File: src/rtl/div_pkg.sv
// Shared widths and FSM state type for the radix (non-restoring) signed divider.
package div_pkg;
    localparam int unsigned DVD_W  = 16;
    localparam int unsigned DVS_W  = 8;
    localparam int unsigned ITER_N = 16;
    localparam int unsigned CNT_W  = $clog2(ITER_N);
    localparam int unsigned PR_W   = DVS_W + 1;
    localparam int unsigned MAG_W  = DVD_W + 1;

    typedef enum logic [2:0] {
        IDLE,
        LOAD,
        ITER,
        FIX,
        DONE
    } state_t;
endpackage

File: src/rtl/radix_divider_if.sv
// Operand/result bundle between a divider client (master) and the divider (slave).
interface radix_divider_if;
    import div_pkg::*;

    logic [DVD_W-1:0] dvdnd;
    logic [DVS_W-1:0] dvsr;
    logic             go;
    logic [DVS_W-1:0] quot;
    logic [DVS_W-1:0] rem;
    logic             over;
    logic             dz;
    logic             ovf;

    modport master (output dvdnd, dvsr, go, input quot, rem, over, dz, ovf);
    modport slave  (input dvdnd, dvsr, go, output quot, rem, over, dz, ovf);
endinterface

File: src/rtl/div_addsub.sv
// 9-bit add/subtract step shared by the iteration and the final remainder fix-up.
module div_addsub
    import div_pkg::*;
(
    input  logic [PR_W-1:0] a,
    input  logic [PR_W-1:0] b,
    input  logic            sub,
    output logic [PR_W-1:0] sum_c
);
    assign sum_c = sub ? (a - b) : (a + b);
endmodule

File: src/rtl/radix_divider.sv
// Signed 16/8 non-restoring divider, one quotient bit per cycle.
// Define RADIX_DIVIDER_OVF_CHECK_EN to build the quotient-overflow flag; otherwise ovf is tied low.
module radix_divider
    import div_pkg::*;
(
    input  logic            clk,
    input  logic            reset,
    radix_divider_if.slave  bus
);
`ifdef RADIX_DIVIDER_OVF_CHECK_EN
    localparam int unsigned QS_W = MAG_W;
`else
    localparam int unsigned QS_W = DVS_W;
`endif

    state_t           state, state_n;
    logic [CNT_W-1:0] cnt, cnt_n;
    logic [DVD_W-1:0] a_lat, a_lat_n;
    logic [DVS_W-1:0] b_lat, b_lat_n;
    logic [PR_W-1:0]  pr, pr_n;
    logic [DVD_W-1:0] q, q_n;
    logic [PR_W-1:0]  d, d_n;
    logic             qneg, qneg_n;
    logic             rneg, rneg_n;
    logic [DVS_W-1:0] quot, quot_n;
    logic [DVS_W-1:0] rem, rem_n;
    logic             over, over_n;
    logic             dz, dz_n;
    logic             ovf, ovf_n;

    // Operand magnitudes; 17-bit dividend extension keeps -32768 exact.
    logic [MAG_W-1:0] a_ext;
    logic [DVD_W-1:0] a_mag;
    logic [PR_W-1:0]  b_ext;
    logic [PR_W-1:0]  b_mag;

    assign a_ext = {a_lat[DVD_W-1], a_lat};
    assign a_mag = DVD_W'(a_lat[DVD_W-1] ? -a_ext : a_ext);
    assign b_ext = {b_lat[DVS_W-1], b_lat};
    assign b_mag = b_lat[DVS_W-1] ? -b_ext : b_ext;

    // Single adder: shifted remainder +/- divisor while iterating, remainder + divisor in FIX.
    logic [PR_W-1:0] pr_sh;
    logic [PR_W-1:0] as_a;
    logic            as_sub;
    logic [PR_W-1:0] as_sum;

    assign pr_sh  = {pr[PR_W-2:0], q[DVD_W-1]};
    assign as_a   = (state == FIX) ? pr : pr_sh;
    assign as_sub = (state == FIX) ? 1'b0 : ~pr[PR_W-1];

    div_addsub u_addsub (
        .a     (as_a),
        .b     (d),
        .sub   (as_sub),
        .sum_c (as_sum)
    );

    logic [DVS_W-1:0] r_mag;
    logic [QS_W-1:0]  q_s;
    logic             ovf_c;

    assign r_mag = DVS_W'(pr[PR_W-1] ? as_sum : pr);
    assign q_s   = qneg ? -QS_W'(q) : QS_W'(q);

`ifdef RADIX_DIVIDER_OVF_CHECK_EN
    // In range only when bits [16:7] are a pure sign extension.
    assign ovf_c = !((&q_s[QS_W-1:DVS_W-1]) || !(|q_s[QS_W-1:DVS_W-1]));
`else
    assign ovf_c = 1'b0;
`endif

    always_ff @(posedge clk) begin
        if (reset) begin
            state <= IDLE;
            cnt   <= '0;
            a_lat <= '0;
            b_lat <= '0;
            pr    <= '0;
            q     <= '0;
            d     <= '0;
            qneg  <= 1'b0;
            rneg  <= 1'b0;
            quot  <= '0;
            rem   <= '0;
            over  <= 1'b0;
            dz    <= 1'b0;
            ovf   <= 1'b0;
        end else begin
            state <= state_n;
            cnt   <= cnt_n;
            a_lat <= a_lat_n;
            b_lat <= b_lat_n;
            pr    <= pr_n;
            q     <= q_n;
            d     <= d_n;
            qneg  <= qneg_n;
            rneg  <= rneg_n;
            quot  <= quot_n;
            rem   <= rem_n;
            over  <= over_n;
            dz    <= dz_n;
            ovf   <= ovf_n;
        end
    end

    always_comb begin
        state_n = state;
        cnt_n   = cnt;
        a_lat_n = a_lat;
        b_lat_n = b_lat;
        pr_n    = pr;
        q_n     = q;
        d_n     = d;
        qneg_n  = qneg;
        rneg_n  = rneg;
        quot_n  = quot;
        rem_n   = rem;
        over_n  = over;
        dz_n    = dz;
        ovf_n   = ovf;

        case (state)
            IDLE: begin
                if (bus.go) begin
                    a_lat_n = bus.dvdnd;
                    b_lat_n = bus.dvsr;
                    over_n  = 1'b0;
                    dz_n    = 1'b0;
                    ovf_n   = 1'b0;
                    state_n = LOAD;
                end
            end
            LOAD: begin
                q_n    = a_mag;
                d_n    = b_mag;
                pr_n   = '0;
                qneg_n = a_lat[DVD_W-1] ^ b_lat[DVS_W-1];
                rneg_n = a_lat[DVD_W-1];
                cnt_n  = '0;
                if (b_lat == '0) begin
                    dz_n    = 1'b1;
                    quot_n  = '0;
                    rem_n   = '0;
                    ovf_n   = 1'b0;
                    state_n = DONE;
                end else begin
                    state_n = ITER;
                end
            end
            ITER: begin
                pr_n  = as_sum;
                q_n   = {q[DVD_W-2:0], ~as_sum[PR_W-1]};
                cnt_n = cnt + CNT_W'(1);
                if (cnt == CNT_W'(ITER_N - 1)) begin
                    state_n = FIX;
                end
            end
            FIX: begin
                quot_n  = q_s[DVS_W-1:0];
                rem_n   = rneg ? -r_mag : r_mag;
                ovf_n   = ovf_c;
                state_n = DONE;
            end
            DONE: begin
                // Always present over for at least one cycle, then release once go drops.
                over_n = 1'b1;
                if (!bus.go && over) begin
                    over_n  = 1'b0;
                    state_n = IDLE;
                end
            end
            default: state_n = IDLE;
        endcase
    end

    assign bus.quot = quot;
    assign bus.rem  = rem;
    assign bus.over = over;
    assign bus.dz   = dz;
    assign bus.ovf  = ovf;
endmodule

File: src/flat_wrapper.sv
// flat-port wrapper written by rule: the top's interface ports become plain ports
module radix_divider_flat import div_pkg::*;
  (clk, reset, bus_dvdnd, bus_dvsr, bus_go, bus_quot, bus_rem, bus_over, bus_dz, bus_ovf);
  radix_divider_if bus_i ();
  input  logic clk;
  input  logic reset;
  input wire logic [$bits(bus_i.dvdnd)-1:0] bus_dvdnd;
  input wire logic [$bits(bus_i.dvsr)-1:0] bus_dvsr;
  input wire logic [$bits(bus_i.go)-1:0] bus_go;
  output wire logic [$bits(bus_i.quot)-1:0] bus_quot;
  output wire logic [$bits(bus_i.rem)-1:0] bus_rem;
  output wire logic [$bits(bus_i.over)-1:0] bus_over;
  output wire logic [$bits(bus_i.dz)-1:0] bus_dz;
  output wire logic [$bits(bus_i.ovf)-1:0] bus_ovf;
  assign bus_i.dvdnd = bus_dvdnd;
  assign bus_i.dvsr = bus_dvsr;
  assign bus_i.go = bus_go;
  assign bus_quot = bus_i.quot;
  assign bus_rem = bus_i.rem;
  assign bus_over = bus_i.over;
  assign bus_dz = bus_i.dz;
  assign bus_ovf = bus_i.ovf;
  radix_divider u_core (.clk(clk), .reset(reset), .bus(bus_i));
endmodule
File: config.mk
export PLATFORM = sky130hd
export DESIGN_NAME = radix_divider_flat
export DESIGN_NICKNAME = d
export VERILOG_FILES = /design/src/rtl/div_pkg.sv /design/src/rtl/radix_divider_if.sv /design/src/rtl/div_addsub.sv /design/src/rtl/radix_divider.sv /design/src/flat_wrapper.sv
export SDC_FILE = /design/constraint.sdc
export NUM_CORES = 1
export LEC_CHECK = 0
export BUFFER_PORTS_ARGS = -buffer_cell sky130_fd_sc_hd__buf_2
export CORE_UTILIZATION = 40
export CTS_CLUSTER_DIAMETER = 120
export CTS_CLUSTER_SIZE = 14
export DETAILED_ROUTE_END_ITERATION = 8
export GPL_ROUTABILITY_DRIVEN = 1
export PLACE_DENSITY = 0.6
export SYNTH_ARGS = -nofsm -noshare
export SYNTH_HDL_FRONTEND = slang
export SYNTH_SLANG_ARGS = --single-unit
File: constraint.sdc
create_clock -name clk -period 4 [get_ports clk]
set_input_delay 0.8 -clock clk [delete_from_list [all_inputs] [get_ports clk]]
set_output_delay 0.8 -clock clk [all_outputs]
set_load 0.05 [all_outputs]
==> results.md, run 1 <==
- Placed cell count: 755
- Worst Path Buf+Inv: 1
- Number of setup violations in the final report: 0
- Post-Synth Simple-Gate Area: 22.4%
- Number of global-route vias before repair: 3750
- RSZ-0062 raised after global routing: false
- Crit path to: u_core.bus.rem[7]$_SDFFE_PP0P_
- Initial Util: 41.1%
- Syn avg cell area: 7.84 µm²
- Slowest-stage cell, CP: dfxtp_1
- Crit end category: flip-flop
- Post-synthesis compound-gate area fraction: 22.5%
- Worst-margin pin slew: 1.20 ns
- CTS Hold Bufs: 0
- Design area: 5290 µm²
- Total GRT Usage: 19.6%
- Post-DP HPWL: 8120 µm
- Total negative setup slack: 0 ns
- Pins over their slew limit: 0
- GPL Wtd Cong: 0.834
- Initial antenna violation count: 0
- R2r setup slk: 0.42 ns
- Status: finished, final reports clean
- PortBufs: 44
- Reg-to-Reg End: u_core.bus.rem[7]$_SDFFE_PP0P_
- Max_cap viols: 0
- Post-Syn Instances: 598
- Pwr dens: 450 nW/µm²
- Post-Synth Adder-Cell Area: 4.16%
- Yosys top cell by area: dfxtp_1
- Die Span Y: 110 µm
- HP Class: flip-flop to flip-flop
- Mux contribution to synthesized area: 2.40%
- Leak pwr: 2.02 nW
- Final nets: 665
- RR Startpoint: u_core.state[1]$_SDFFE_PP0P_
- # rows: 39
- Clock buffer count from CTS: 9
- Clock skew: 0.00749 ns
- Launch point of the critical path: u_core.state[1]$_SDFFE_PP0P_
- Top cell type's share of synthesized area: 36.3%
- Insertion delay to the later sink of the worst-skew pair: 0.34 ns
- Crit Path Category: flip-flop to flip-flop
- Antenna viol nets, final: 0
- Synth-to-Final Area Change: 12.9%
- Post-cts resize count: 0
- Slew HR: 19.6%
- Initial drt markers: 308
- Post-Syn Area: 4690 µm²
- WP data arrival: 3.78 ns
- Core region area: 11400 µm²
- Post-synthesis sequential area ratio: 36.3%
- CTS tree: built
- Longest Clk Path Bufs: 2
- Fillcell total: 1175
- Routed length per instance: 14.6 µm
- Post-CTS Setup Bufs: 0
- Drc violations: 0
- Main synth FF type: dfxtp_1
- Final Hold Violating Endpoints: 0
- Unique masters post-synth: 62
- Flops & latches, synth: 85
- Worst vdd ir: 313 µV
- Worst path depth: 11
- Startpoint types: flip-flop
- Clock root cell: clkbuf_16
- Die X: 110 µm
- Layout cells sized above 1: 12.9%
- Required time of the critical path: 4.20 ns
- Async SR Flop Fraction: 0%
- Diode count: 0
- Clock transition at the registers of the reported paths: 0.06 ns
- 1st-pass router iterations: 7
- Post-synth EDFFs: 0
- Critical path fanouts, max: 12
- Warnings, synthesis: 0
- Achievable clock frequency: 0.279 GHz
- Total Wirelength: 11200 µm
- Via count: 4173
- Post-layout min period: 3.58 ns
- H-tree depth: 3
- R2r worst-path depth: 11
- Vias/cell: 5.43
- Final core utilization: 46.4%
- CTS sink count: 85
- Delay-heaviest family, CP: simple AND/OR/NAND/NOR gates
- Post-DP Area: 4990 µm²
- Largest net degree at the start of global routing: 40
- Ports: 46
- FF+latch area: 1700 µm²
- Ranking of synthesized cells by area: dfxtp_1, nand2_1, a21oi_1, xnor2_1, nor2_1
- Fin cells: 769
- Multi-input gate area: 2760 µm²
- Largest family of logic cells by synthesized area: compound AO/OA/AOI/OAI gates
- Worst path max stage delay: 0.52 ns
- Most used cell, CP: mux2i_1
- Synth Area in XOR/XNOR: 6.91%
- First-pass GRT wire length: 18500 µm
- Period utilization: 89.5%
- Mapped Nets: 640
- Die footprint: 12200 µm²
- Global route overflow: 0
- Worst-path cell chain: and3b_1 -> mux2i_1 -> inv_1 -> ha_1 -> nor2b_1 -> or2_2 -> a311oi_2 -> nand4_1 -> o41ai_2 -> mux2i_1 -> o31ai_1
[layout make-up]
type,count,share of cell area [%]
Clock inverter,3,0.874
Timing Repair Buffer,53,5.44
Inverter,19,1.35
Tap cell,143,3.38
Multi-Input combinational cell,455,52.0
Clock buffer,11,4.77
Sequential cell,85,32.1
[synth_stat cells, types with 3 or more instances]
cell type / number
nor2b_1: 4
nor4_1: 4
xor2_1: 8
nor2_1: 60
buf_2: 7
nor3b_1: 3
a21oi_1: 59
ha_1: 14
o31a_1: 3
o31ai_1: 10
a221oi_1: 3
o21a_1: 3
a21o_1: 4
nand3_1: 9
dfxtp_1: 85
or3_1: 3
a22oi_1: 25
buf_4: 3
a211oi_1: 10
clkbuf_1: 26
nand4_1: 8
nand2b_1: 4
nand2_1: 109
a31oi_1: 5
mux2i_1: 9
nand3b_1: 4
inv_1: 19
nor3_1: 11
o21ai_0: 15
xnor2_1: 29
[worst min path at each step]
| stage | from | to | slack [ns] | cells past startpoint |
|---|---|---|---|---|
| after floorplan | u_core.a_lat[5]$_SDFFE_PP0P_ | u_core.a_lat[5]$_SDFFE_PP0P_ | 0.44 | 2 |
| after global placement | u_core.bus.dz$_SDFFE_PP0P_ | u_core.bus.dz$_SDFFE_PP0P_ | 0.44 | 2 |
| after detailed placement | u_core.bus.dz$_SDFFE_PP0P_ | u_core.bus.dz$_SDFFE_PP0P_ | 0.45 | 2 |
| after CTS | u_core.a_lat[6]$_SDFFE_PP0P_ | u_core.a_lat[6]$_SDFFE_PP0P_ | 0.46 | 2 |
| after global routing | u_core.bus.dz$_SDFFE_PP0P_ | u_core.bus.dz$_SDFFE_PP0P_ | 0.48 | 2 |
| final | u_core.bus.rem[7]$_SDFFE_PP0P_ | u_core.bus.rem[7]$_SDFFE_PP0P_ | 0.46 | 2 |
[metal layers]
| metal | track usage, % | wire, µm | up-vias |
|---|---|---|---|
| met2 | 31.6 | 5190 | 97 |
| met4 | 5.64 | 133 | 0 |
| met3 | 3.82 | 554 | 12 |
| met5 | 0 | 0 | - |
| li1 | - | - | 2146 |
| met1 | 26.5 | 5360 | 1918 |
[cells by family after synthesis]
logic type,after synthesis
buf+inv,58
simple gates,234
flops,85
xor+xnor,37
compound gates,157
fa+ha+maj,15
other cells,1
mux,11
[power breakdown]
group	switching, mW	internal (mW)	leakage [nW]
logic	0.345	0.232	1.18
registers	0.0690	0.898	0.691
clock network	0.325	0.512	0.144
[sequential cells by signal, indices dropped and copies added (netlist names)]
| register | cells |
|---|---|
| u_core.d | 9 |
| u_core.state | 3 |
| u_core.qneg | 1 |
| u_core.q | 16 |
| u_core.bus.rem | 8 |
| u_core.rneg | 1 |
| u_core.b_lat | 8 |
| u_core.bus.dz | 1 |
| u_core.pr | 9 |
| u_core.bus.over | 1 |
| u_core.a_lat | 16 |
| u_core.bus.quot | 8 |
| u_core.cnt | 4 |
[cells in the final DEF (no fill, tap or decap), types with 11 or more instances in the layout]
master and n:
a22oi_1 25, nor3_1 11, dfxtp_1 85, ha_1 14, nor2_1 60, a21oi_1 59, inv_1 19, nand2_1 109
buf_2 44, xnor2_1 29, o21ai_0 15
[worst register-to-register path, cell delays in order (launching register included)]
cell and delay [ns]:
dfxtp_1 0.52, and3b_1 0.51, mux2i_1 0.36, inv_1 0.09, ha_1 0.29, nor2b_1 0.15, or2_2 0.30, a311oi_2 0.40
nand4_1 0.19, o41ai_2 0.32, mux2i_1 0.23, o31ai_1 0.08
[through the flow]
stage	hold WS (ns)	power (mW)	setup WS, ns
after global placement	0.441	1.55	0.615
after global routing	0.483	2.52	0.221
after detailed placement	0.448	1.56	0.470
after CTS	0.459	2.41	0.429
final	0.458	2.38	0.419
after floorplan	0.436	1.43	0.735
(Power assumes the default switching activity.)
==> run 2, diff against run 1 <==
- CORE_UTILIZATION: 40 -> 55
- PLACE_DENSITY: 0.6 -> 0.77
==> run 2 against run 1 <==
Effect of this change: first-iteration DRC count decreased by 22%; wire length decreased by 2.9%; die area decreased by 27%; register-to-register slack improved by 0.03 ns; global-route usage increased by 6.3 points; sequential cell count unchanged.
==> results.md, run 2 (synthesized netlist as in run 1, its figures left out) <==
- Insertion delay to the later sink of the worst-skew pair: 0.36 ns (was 0.34 ns)
- CTS tree: built (unchanged)
- H-tree depth: 3 (unchanged)
- Biggest regs: u_core.a_lat x16, u_core.q x16 (unchanged)
- CTS Hold Bufs: 0 (unchanged)
- Status: finished, final reports clean (unchanged)
- Global route overflow: 0 (unchanged)
- Critical path fanouts, max: 11 (was 12)
- Largest net degree at the start of global routing: 52 (was 40)
- Startpoint types: flip-flop (unchanged)
- Antenna viol nets, final: 0 (unchanged)
- Number of setup violations in the final report: 0 (unchanged)
- WP data arrival: 3.76 ns (was 3.78 ns)
- Number of global-route vias before repair: 3898 (was 3750)
- Period utilization: 88.7% (was 89.5%)
- Final core utilization: 63.1% (was 46.4%)
- Die X: 94.4 µm (was 110 µm)
- Diode count: 0 (unchanged)
- Leak pwr: 1.99 nW (was 2.02 nW)
- Post-DP HPWL: 7650 µm (was 8120 µm)
- HP Class: flip-flop to flip-flop (unchanged)
- Routed length per instance: 14.9 µm (was 14.6 µm)
- First-pass GRT wire length: 18300 µm (was 18500 µm)
- Clock skew: 0.0145 ns (was 0.00749 ns)
- Die Span Y: 94.4 µm (was 110 µm)
- Slew HR: 17.8% (was 19.6%)
- Crit Path Category: flip-flop to flip-flop (unchanged)
- Total GRT Usage: 25.9% (was 19.6%)
- Via count: 4307 (was 4173)
- 1st-pass router iterations: 5 (was 7)
- Clock buffer count from CTS: 9 (unchanged)
- # rows: 33 (was 39)
- Setup WS pre-CTS: 0.493 ns (was 0.470 ns)
- PortBufs: 44 (unchanged)
- Slack of the critical path: 0.452 ns (was 0.419 ns)
- Longest Clk Path Bufs: 2 (unchanged)
- Pwr dens: 445 nW/µm² (was 450 nW/µm²)
- Initial antenna violation count: 0 (unchanged)
- Clock root cell: clkbuf_8 (was clkbuf_16)
- Post-layout min period: 3.55 ns (was 3.58 ns)
- Total negative setup slack: 0 ns (unchanged)
- Post-cts resize count: 0 (unchanged)
- Total Wirelength: 10900 µm (was 11200 µm)
- Clock transition at the registers of the reported paths: 0.10 ns (was 0.06 ns)
- Most common cell after layout, fill and taps aside: nand2_1 (unchanged)
- Initial drt markers: 241 (was 308)
- Pins over their slew limit: 0 (unchanged)
- Achievable clock frequency: 0.282 GHz (was 0.279 GHz)
- Max_cap viols: 0 (unchanged)
- Layout cells sized above 1: 12.9% (about the same)
- Crit end category: flip-flop (unchanged)
- Vias/cell: 5.88 (was 5.43)
- Leading cell types in the layout, fill and taps excluded: nand2_1, dfxtp_1, nor2_1, a21oi_1, buf_2 (unchanged)
- RSZ-0062 raised after global routing: false (unchanged)
- Drc violations: 0 (unchanged)
- Final Hold Violating Endpoints: 0 (unchanged)
- Worst-margin pin slew: 1.23 ns (was 1.20 ns)
- Initial Util: 57.1% (was 41.1%)
- Power, Total: 2.31 mW (was 2.38 mW)
- GPL Wtd Cong: 0.865 (was 0.834)
- Synth-to-Final Area Change: 10.5% (was 12.9%)
- Final nets: 664 (was 665)
- Required time of the critical path: 4.22 ns (was 4.20 ns)
- Post-CTS Setup Bufs: 0 (unchanged)
- Core region area: 8220 µm² (was 11400 µm²)
- Worst vdd ir: 229 µV (was 313 µV)
- CTS sink count: 85 (unchanged)
- Fillcell total: 733 (was 1175)
- Ports: 46 (unchanged)
- Die footprint: 8900 µm² (was 12200 µm²)
run 2: cell count changes in the layout (fill, tap and decap cells not counted):
cell	before	now
bufinv_16	1	3
clkbuf_16	9	0
inv_8	0	1
inv_6	0	1
clkbuf_1	0	1
clkbuf_8	2	9
buf_4	9	8
clkinv_4	1	0
run 2: path summary, 6_finish.rpt:
path | start | end | slack [ns] | cells past startpoint
worst max-delay path | u_core.state[1]$_SDFFE_PP0P_ | u_core.bus.rem[7]$_SDFFE_PP0P_ | 0.45 | 12
worst min-delay path | u_core.a_lat[6]$_SDFFE_PP0P_ | u_core.a_lat[6]$_SDFFE_PP0P_ | 0.46 | 2
worst max register to register | u_core.state[1]$_SDFFE_PP0P_ | u_core.bus.rem[7]$_SDFFE_PP0P_ | 0.45 | 12
worst min register to register | u_core.a_lat[6]$_SDFFE_PP0P_ | u_core.a_lat[6]$_SDFFE_PP0P_ | 0.46 | 2
run 2: layout make-up:
type,count,area [µm²],share of cell area (%)
sequential,85,1700,32.8
multi-input combinational,455,2760,53.1
timing repair buffer,52,280,5.41
tap,105,131,2.53
clock buffer,10,128,2.46
inverter,19,71.3,1.38
clock inverter,6,118,2.27
run 2: report_power, final:
group / total (mW) / switching (mW) / internal, mW
logic: 0.572 / 0.343 / 0.229
registers: 0.970 / 0.0732 / 0.897
clock network: 0.763 / 0.341 / 0.422
run 2: worst max-delay path, cell delays in order (launching register included):
cell and delay, ns:
dfxtp_1 0.54, and3b_1 0.55, nor2_1 0.16, nor2_1 0.15
xnor2_1 0.13, ha_1 0.33, nor2b_1 0.18, o31a_1 0.27
nor3_1 0.29, o31ai_2 0.15, o41ai_2 0.33, mux2i_1 0.23
o31ai_1 0.10
run 2: routing by layer:
layer / GRT usage (%) / share of wire [%] / up-vias
met4: 10.1 / 1.6 / 0
met2: 42.1 / 47 / 135
met1: 34.0 / 47 / 2016
met3: 4.59 / 4.5 / 17
li1: - / - / 2139
met5: 0 / 0 / -
run 2: per-stage QoR:
step | area (µm²) | std cells | hold slack [ns]
finish | 5180 | 732 | 0.464
CTS | 5180 | 732 | 0.465
floorplan | 4690 | 598 | 0.436
global placement | 4940 | 716 | 0.446
detailed placement | 4940 | 716 | 0.451
global route | 5180 | 732 | 0.498
